File: src/rtl/adau1761_i2s_port.sv
// ADAU1761 I2S slave data port.
// The codec is the I2S master and drives BCLK/LRCLK. Both are oversampled in the clk
// domain. ADC words are deserialised into left/right holding registers and published
// once per frame. DAC words are latched at the start of each frame and serialised MSB
// first on detected BCLK falls.
module adau1761_i2s_port #(
    parameter int SAMPLE_WIDTH = 24,
    parameter int CNT_WIDTH    = 6
) (
    input  logic                    clk,
    input  logic                    rst,
    input  logic                    enable,
    input  logic                    ac_bclk,
    input  logic                    ac_lrclk,
    input  logic                    ac_adc_sdata,
    output logic                    ac_dac_sdata,
    output logic [SAMPLE_WIDTH-1:0] adc_left,
    output logic [SAMPLE_WIDTH-1:0] adc_right,
    output logic                    adc_valid,
    input  logic [SAMPLE_WIDTH-1:0] dac_left,
    input  logic [SAMPLE_WIDTH-1:0] dac_right,
    output logic                    dac_ready,
    output logic                    frame_err
);

    localparam logic [CNT_WIDTH-1:0] CNT_SW  = CNT_WIDTH'(SAMPLE_WIDTH);
    localparam logic [CNT_WIDTH-1:0] CNT_MAX = {CNT_WIDTH{1'b1}};
    localparam logic [CNT_WIDTH-1:0] CNT_ONE = {{(CNT_WIDTH-1){1'b0}}, 1'b1};
    localparam logic [CNT_WIDTH-1:0] CNT_ZERO = {CNT_WIDTH{1'b0}};
    localparam logic [SAMPLE_WIDTH-1:0] WORD_ZERO = {SAMPLE_WIDTH{1'b0}};

    // Synchroniser stages; index 1 is the synchronised value.
    logic [1:0]              bclk_sync_r;
    logic [1:0]              lrclk_sync_r;
    logic [1:0]              sdata_sync_r;
    logic                    bclk_hist_r;

    // Channel tracking
    logic                    lr_prev_r;
    logic [CNT_WIDTH-1:0]    bit_cnt_r;
    logic                    locked_r;
    logic                    left_ok_r;
    logic                    adc_pend_r;

    // ADC datapath
    logic [SAMPLE_WIDTH-1:0] adc_sr_r;
    logic [SAMPLE_WIDTH-1:0] adc_hold_l_r;
    logic [SAMPLE_WIDTH-1:0] adc_hold_r_r;

    // DAC datapath
    logic [SAMPLE_WIDTH-1:0] dac_hold_r_r;
    logic [SAMPLE_WIDTH-1:0] dac_sr_r;

    // Decoded events
    logic                    bclk_rise_s;
    logic                    bclk_fall_s;
    logic                    lr_change_s;
    logic                    left_start_s;
    logic                    right_start_s;
    logic [CNT_WIDTH-1:0]    cnt_inc_s;
    logic                    shift_s;
    logic                    word_done_s;
    logic [SAMPLE_WIDTH-1:0] word_s;
    logic                    short_s;
    logic                    lock_next_s;
    logic                    active_s;

    // Bring the codec pins into the clk domain and keep one BCLK history bit for edge detection.
    always_ff @(posedge clk or posedge rst) begin
        if (rst) begin
            bclk_sync_r  <= 2'b00;
            lrclk_sync_r <= 2'b00;
            sdata_sync_r <= 2'b00;
            bclk_hist_r  <= 1'b0;
        end else begin
            bclk_sync_r  <= {bclk_sync_r[0], ac_bclk};
            lrclk_sync_r <= {lrclk_sync_r[0], ac_lrclk};
            sdata_sync_r <= {sdata_sync_r[0], ac_adc_sdata};
            bclk_hist_r  <= bclk_sync_r[1];
        end
    end

    // Decode BCLK edges, channel boundaries, bit position and lock qualification.
    always_comb begin
        bclk_rise_s   = bclk_sync_r[1] & ~bclk_hist_r;
        bclk_fall_s   = ~bclk_sync_r[1] & bclk_hist_r;
        lr_change_s   = bclk_rise_s & (lrclk_sync_r[1] != lr_prev_r);
        left_start_s  = lr_change_s & ~lrclk_sync_r[1];
        right_start_s = lr_change_s & lrclk_sync_r[1];
        if (bit_cnt_r != CNT_MAX) begin
            cnt_inc_s = bit_cnt_r + CNT_ONE;
        end else begin
            cnt_inc_s = bit_cnt_r;
        end
        word_s      = {adc_sr_r[SAMPLE_WIDTH-2:0], sdata_sync_r[1]};
        // Data bits sit on counts 1..SAMPLE_WIDTH; count 0 is the I2S one-bit delay slot.
        shift_s     = bclk_rise_s & ~lr_change_s & (cnt_inc_s <= CNT_SW);
        word_done_s = shift_s & (cnt_inc_s == CNT_SW);
        short_s     = lr_change_s & locked_r & enable & (bit_cnt_r < CNT_SW);
        if (!enable) begin
            lock_next_s = 1'b0;
        end else if (left_start_s) begin
            lock_next_s = 1'b1;
        end else begin
            lock_next_s = locked_r;
        end
        // A left start that establishes lock already counts as a locked frame start.
        active_s = enable & (locked_r | left_start_s);
    end

    // Lock state: acquired at a left-channel start while enabled, lost as soon as enable drops.
    always_ff @(posedge clk or posedge rst) begin
        if (rst) begin
            locked_r <= 1'b0;
        end else begin
            locked_r <= lock_next_s;
        end
    end

    // ADC deserialiser: bit counter, shift register and per-channel holding registers.
    always_ff @(posedge clk or posedge rst) begin
        if (rst) begin
            lr_prev_r    <= 1'b0;
            bit_cnt_r    <= CNT_ZERO;
            adc_sr_r     <= WORD_ZERO;
            adc_hold_l_r <= WORD_ZERO;
            adc_hold_r_r <= WORD_ZERO;
        end else if (bclk_rise_s) begin
            lr_prev_r <= lrclk_sync_r[1];
            if (lr_change_s) begin
                bit_cnt_r <= CNT_ZERO;
            end else begin
                bit_cnt_r <= cnt_inc_s;
            end
            if (shift_s) begin
                adc_sr_r <= word_s;
            end else begin
                adc_sr_r <= adc_sr_r;
            end
            if (word_done_s && !lrclk_sync_r[1]) begin
                adc_hold_l_r <= word_s;
            end else if (word_done_s) begin
                adc_hold_r_r <= word_s;
            end else begin
                adc_hold_l_r <= adc_hold_l_r;
            end
        end else begin
            lr_prev_r <= lr_prev_r;
        end
    end

    // Frame completeness: a right word is only published if this frame's left word completed under lock.
    always_ff @(posedge clk or posedge rst) begin
        if (rst) begin
            left_ok_r  <= 1'b0;
            adc_pend_r <= 1'b0;
        end else begin
            if (!enable || left_start_s) begin
                left_ok_r <= 1'b0;
            end else if (word_done_s && !lrclk_sync_r[1]) begin
                left_ok_r <= locked_r;
            end else begin
                left_ok_r <= left_ok_r;
            end
            adc_pend_r <= word_done_s & lrclk_sync_r[1] & locked_r & enable & left_ok_r;
        end
    end

    // Publish the completed sample pair one clk after the right word finishes.
    always_ff @(posedge clk or posedge rst) begin
        if (rst) begin
            adc_left  <= WORD_ZERO;
            adc_right <= WORD_ZERO;
            adc_valid <= 1'b0;
        end else if (adc_pend_r && enable) begin
            adc_left  <= adc_hold_l_r;
            adc_right <= adc_hold_r_r;
            adc_valid <= 1'b1;
        end else begin
            adc_valid <= 1'b0;
        end
    end

    // Sticky error for a channel that ended before all data bits arrived.
    always_ff @(posedge clk or posedge rst) begin
        if (rst) begin
            frame_err <= 1'b0;
        end else if (short_s) begin
            frame_err <= 1'b1;
        end else begin
            frame_err <= frame_err;
        end
    end

    // DAC serialiser: latch the pair at frame start, reload per channel, shift out on BCLK falls.
    always_ff @(posedge clk or posedge rst) begin
        if (rst) begin
            dac_hold_r_r <= WORD_ZERO;
            dac_sr_r     <= WORD_ZERO;
            ac_dac_sdata <= 1'b0;
            dac_ready    <= 1'b0;
        end else if (!enable) begin
            dac_sr_r     <= WORD_ZERO;
            ac_dac_sdata <= 1'b0;
            dac_ready    <= 1'b0;
        end else begin
            dac_ready <= active_s & left_start_s;
            if (active_s && left_start_s) begin
                dac_hold_r_r <= dac_right;
                dac_sr_r     <= dac_left;
            end else if (active_s && right_start_s) begin
                dac_sr_r <= dac_hold_r_r;
            end else if (bclk_fall_s) begin
                ac_dac_sdata <= dac_sr_r[SAMPLE_WIDTH-1];
                dac_sr_r     <= {dac_sr_r[SAMPLE_WIDTH-2:0], 1'b0};
            end else begin
                dac_sr_r <= dac_sr_r;
            end
        end
    end

endmodule

File: config.mk
export PLATFORM = sky130hd
export DESIGN_NAME = adau1761_i2s_port
export DESIGN_NICKNAME = d
export VERILOG_FILES = /design/src/rtl/adau1761_i2s_port.sv
export SDC_FILE = /design/constraint.sdc
export NUM_CORES = 1
export LEC_CHECK = 0
export BUFFER_PORTS_ARGS = -buffer_cell sky130_fd_sc_hd__buf_2
export CORE_ASPECT_RATIO = 0.75
export CORE_MARGIN = 4
export CORE_UTILIZATION = 40
export CTS_BUF_LIST = sky130_fd_sc_hd__clkbuf_8
export DETAILED_ROUTE_END_ITERATION = 6
export GPL_TIMING_DRIVEN = 0
export PLACE_DENSITY = 0.66
export SETUP_SLACK_MARGIN = 0.1
export SYNTH_ARGS = -nofsm -noshare
export SYNTH_HDL_FRONTEND = slang
export SYNTH_SLANG_ARGS = --single-unit
File: constraint.sdc
create_clock -name clk -period 12.8 [get_ports clk]
set_input_delay 2.56 -clock clk [delete_from_list [all_inputs] [get_ports clk]]
set_output_delay 2.56 -clock clk [all_outputs]
set_load 0.02 [all_outputs]
## Word level (Yosys, flattened, before mapping)

Index checks and enable logic that the tools add are counted.

- Output and inout port bits: 52
- Word-level logic and storage cells: 83
- Latch bits: 0
- Bits in registers: 188
- Memory bits (read-only): 0
- Memories kept: 0
- RAM bits: 0

- Divide/modulo/power cells: 0
- Equal/unequal tests: 8
- Magnitude comparators: 2
- Muxes and demuxes: 16
- Bitwise gates (word level): 23
- Shifts and indexed selects: 0
- Add/sub/neg operators: 1
- Reductions and logical operators: 13
- $mul: 0

Operators by type and width:

| kind | count |
|---|---|
| $mux 24 | 4 |
| $and 1x1->1 | 17 |
| $mux 6 | 2 |
| $mux 1 | 10 |
| $add 6x1->6 const B | 1 |
| $eq 6x5->1 const B | 1 |
| $le 6x5->1 const B | 1 |
| $lt 6x5->1 const B | 1 |
| $ne 6x6->1 const B | 1 |
| $reduce_and 2->1 | 3 |
| $reduce_and 3->1 | 2 |
| $not 1->1 | 5 |
| $logic_and 1x1->1 | 4 |
| $ne 2x1->1 const B | 2 |
| $ne 2x2->1 const B | 2 |
| $ne 4x1->1 const B | 1 |
| $logic_not 1->1 | 2 |
| $reduce_bool 2->1 | 1 |
| $logic_or 1x1->1 | 1 |
| $ne 1x1->1 | 1 |
| $or 1x1->1 | 1 |

## Depth between registers and ports, before layout

- Depth in word-level cells: 11
- Depth in mapped cells: 8
- Depth with buffers taken out: 6

## Least setup slack after synthesis

OpenSTA, ideal clock, no wires.

- Path type: input port to flip-flop
- Start: input port enable
- End: register dac_sr_r[17]
- Arrival: 3.829 ns
- Stages: 7
- Slack: 8.850 ns
- Cells stage by stage: buf_2 > nand2_1 > nor4_4 > buf_6 > mux2i_1 > o21ai_0 > a22o_1

- Word-level cells in the longest chain between the ends: 5
- Elaborated cells on any way between the ends: 7
- Classes of those cells: 1 x eq/ne; 3 x mux; 1 x bitwise; 2 x reduce/logical

Ends and longest elaborated chain:

| what | RTL line | source |
|---|---|---|
| start: declaration | 12 | `input logic enable,` |
| $and 1x1->1 | 108 | `active_s = enable & (locked_r \| left_start_s);` |
| $logic_and 1x1->1 | 211 | `end else if (active_s && right_start_s) begin` |
| $mux 24 | 211 |  |
| $mux 24 | 208 | `if (active_s && left_start_s) begin` |
| $mux 24 | 202 | `end else if (!enable) begin` |
| end signal: assignment | 210 | `dac_sr_r <= dac_left;` |
| end signal: assignment | 212 | `dac_sr_r <= dac_hold_r_r;` |
| end signal: assignment | 215 | `dac_sr_r <= {dac_sr_r[SAMPLE_WIDTH-2:0], 1'b0};` |
| end: declaration | 52 | `logic [SAMPLE_WIDTH-1:0] dac_sr_r;` |

Parallel ways exist; a longest one is shown, timed or not.
A chain may end at the register's enable or synchronous reset.

## Final worst setup path

- Start: input port enable
- End: register dac_sr_r[11]

The elaborated chain is that of the path after synthesis.

==> results.tsv <==
stage	metric	value	unit
drt	Top Layer Used	met4	
power_and_ir_drop	Max VDD drop	0.07132	mV
global_route	antenna violations before repair	0	
timing	RSZ-0062 raised after global routing	false	
timing	fin crit period	3822	ps
drt	wire length per cell	16.76	um
finish	footprint of the multi-input gates	2839	um2
clocking	clock tree buffer depth	2	
setup_path	crit path max fanout	10	
setup_path	R2R Path Start	bit_cnt_r[0]	
timing	worst setup margin	8978	ps
drt	Routed met1 length	7329	um
setup_path	worst r2r path cells	7	
drt	drt drc	0	
finish	nets@finish	711	
clocking	CTS tree	done	
timing	clk_skew	14.31	ps
setup_path	worst path bufs/invs	2	
setup_path	crit path DAT	4180	ps
setup_path	Worst path top cell family by delay	simple AND/OR/NAND/NOR gates	
global_route	grt total ovfl	0	
finish	Layout area overhead	16.09	%
setup_path	critical path's largest stage delay	480	ps
die	Site Rows	43	
clocking	Reg clk slew, reported paths	100	ps
hold_path	Hold WC Path Type	flop to flop	
setup_path	worst reg-to-reg setup slack	10400	ps
setup_path	r2r endpoint	adc_sr_r[12]	
setup_path	critical-path cell list	buf_2 -> nand2_1 -> nor4_4 -> buf_6 -> mux2i_1 -> o21ai_1 -> a22o_1	
clocking	Inserted Clock Buffers	17	
drt	DRT iter0 DRCs	370	
clocking	root buffer cell	clkbuf_8	
drt	via count	4648	
die	width of the die	169.1	um
drt	Routed WL	15350	um
drt	Via density	5.074	
synth	Mapped Cells	532	
setup_path	worst endpoint required time	13160	ps
timing	Rel. slew slack	0.5518	
timing	Final Hold Viols	0	
setup_path	Setup Crit Path Kind	input pin to flop	
timing	Final setup viols	0	
finish	sequential cell area	4705	um2
power_and_ir_drop	PwrDens	126.7	nW/um2
drt	met2 wire length	7161	um
power_and_ir_drop	Tot Pwr	1.145	mW
global_route	all-layer global routing usage	0.1456	
clocking	hold bufs inserted after CTS	0	
setup_path	Worst Setup End Kind	flop	
outcome	outcome	finished clean	
clocking	# Post-CTS Setup Buffers	0	
placement	port buffer count	104	
global_route	vias in the first global route	4864	
die	Core Area	18780	um2
placement	detailed placement HPWL	10800	um
synth	syn_nets	587	
placement	pre-CTS setup slack	8485	ps
placement	placed cells	884	
drt	Met3 Routed Length	677	um
finish	Final Cell Area	9039	um2
finish	Finished Layout Cells	916	
power_and_ir_drop	Gate power share	0.082	
synth	Avg Cell Area, Syn	14.64	um2
timing	FMAX	261.6	MHz
placement	area post-placement	8651	um2
power_and_ir_drop	Clock Power Share	0.337	
die	Die Area	21780	um2
finish	layout cells sized above 1	0.4365	
clocking	Clk Latency, worst-skew pair	460	ps
run	max_cap viols	0	
hold_path	Worst Hold Path EP	bclk_sync_r[1]	
synth	Synth async-reset ratio	1.000	
synth	Seq/Total Area, Yosys	0.6042	
finish	Fillers	1671	
timing	setup TNS	0	ps
synth	Post-Synthesis Cell Area	7786	um2
setup_path	slowest stage cell on the critical path	nor4_4	
power_and_ir_drop	LEAKAGE	4.544	nW
finish	number of diodes	0	
die	number of I/O pins	106	
power_and_ir_drop	Internal	0.8425	mW
hold_path	Hold Path Cell Cnt	0	
clocking	CTS resizes	0	
power_and_ir_drop	NetSw	0.3029	mW
timing	Slew @ Worst Pin	672.3	ps
finish	most frequent cells in the layout	dfrtp_1 (188), buf_2 (119), mux2_2 (100)	
global_route	largest net degree at the start of global routing	125	
synth	YS warnings	0	
power_and_ir_drop	Sw Ratio	0.2644	
timing	Final period util	0.2986	
global_route	global-route wire length before repair	25500	um
power_and_ir_drop	Flop pwr share	0.581	
clocking	CTS H-tree lvls	4	
synth	EDFF count, synth	0	
finish	Finished Core Util	0.4814	
synth	Main synth FF type	dfrtp_1	
synth	Seq cells post-synth	188	
drt	DRT antenna net count	0	
placement	GP Congestion	0.8175	
finish	commonest non-fill, non-tap cell in the layout	dfrtp_1	
timing	fin. max-slew vios	0	
setup_path	Startpoint Class	input pin	
drt	DRT Pass-1 Iters	5	
die	Die H	128.8	um
timing	hold_ws	363.5	ps
synth	post-synth cell types	51	
clocking	Clock Sinks	188	
die	Starting Density	0.4147	
hold_path	hold path start	bclk_sync_r[0]	
==> final cells by class <==
cell class,instances,share of cell area
Timing Repair Buffer,105,0.06063
Inverter,4,0.002492
Buffer,35,0.02519
Tap cell,247,0.03419
Clock inverter,15,0.01703
Sequential cell,188,0.5205
Clock buffer,17,0.02589
Multi-Input combinational cell,305,0.3141
==> Yosys cell counts, drive strengths merged, types with 4 or more instances <==
| cell | number | area [um2] |
|---|---|---|
| a21oi | 5 | 36.29 |
| nand3 | 4 | 32.53 |
| clkbuf | 10 | 37.54 |
| and3 | 5 | 36.28 |
| a22o | 23 | 201.4 |
| mux2 | 143 | 1682 |
| dfrtp | 188 | 4705 |
| mux2i | 25 | 250.2 |
| inv | 4 | 15.01 |
| nor2b | 4 | 25.02 |
| nand2 | 33 | 123.9 |
| buf | 25 | 190.2 |
| o21ai | 30 | 153.9 |
==> sequential cells by signal, summed over array words and instances, names as in the netlist, 2 cells and up <==
name          cells
bit_cnt_r         6
sdata_sync_r      2
adc_left         24
dac_hold_r_r     24
lrclk_sync_r      2
adc_hold_r_r     24
bclk_sync_r       2
adc_sr_r         23
dac_sr_r         24
adc_hold_l_r     24
adc_right        24
==> power by group through the flow <==
stage | Clock [mW] | Combinational, mW | Sequential [mW]
6_report | 0.386 | 0.0933 | 0.666
5_1_grt | 0.426 | 0.104 | 0.673
4_1_cts | 0.399 | 0.0951 | 0.666
3_5_place_dp | 0 | 0.0947 | 0.678
3_3_place_gp | 0 | 0.0886 | 0.675
2_1_floorplan | 0 | 0.0704 | 0.667
==> cell families (layout without fill, tap and decap cells) <==
family                     Yosys count  after routing  synth area share
DFF                                188            188            0.6042
muxes                              168            168            0.2481
AOI/OAI and AO/OA                   71             71           0.06428
and+or+nand+nor                     63             63           0.04740
buffers and inverters               39            176           0.03117
xor gates and xnor gates             2              2          0.003215
adders and majority gates            1              1          0.001607
==> per-layer routing <==
layer	track usage	vias up
li1	-	2154
met1	0.1997	2392
met2	0.2304	87
met3	0.03747	15
met4	0.04449	0
met5	0	-
==> worst register-to-register path: stages (launching register included) <==
cell and delay, ps:
dfrtp_1 480, ha_1 340, nand2_1 170, o31a_1 280, a31o_1 240, a21oi_4 240, buf_6 200, mux2_1 350
==> how the worst max path moves through the flow <==
stage           start               to  slack (ps)  depth (start not counted)
3_3_place_gp      rst  sdata_sync_r[0]        3310                          2
5_1_grt        enable     dac_sr_r[11]        8870                          7
3_5_place_dp   enable     dac_sr_r[11]        8480                          7
2_1_floorplan     rst     ac_dac_sdata        5130                          1
4_1_cts        enable     dac_sr_r[11]        9000                          7
6_report       enable     dac_sr_r[11]        8980                          7
Power figures use the tool's default switching activity.
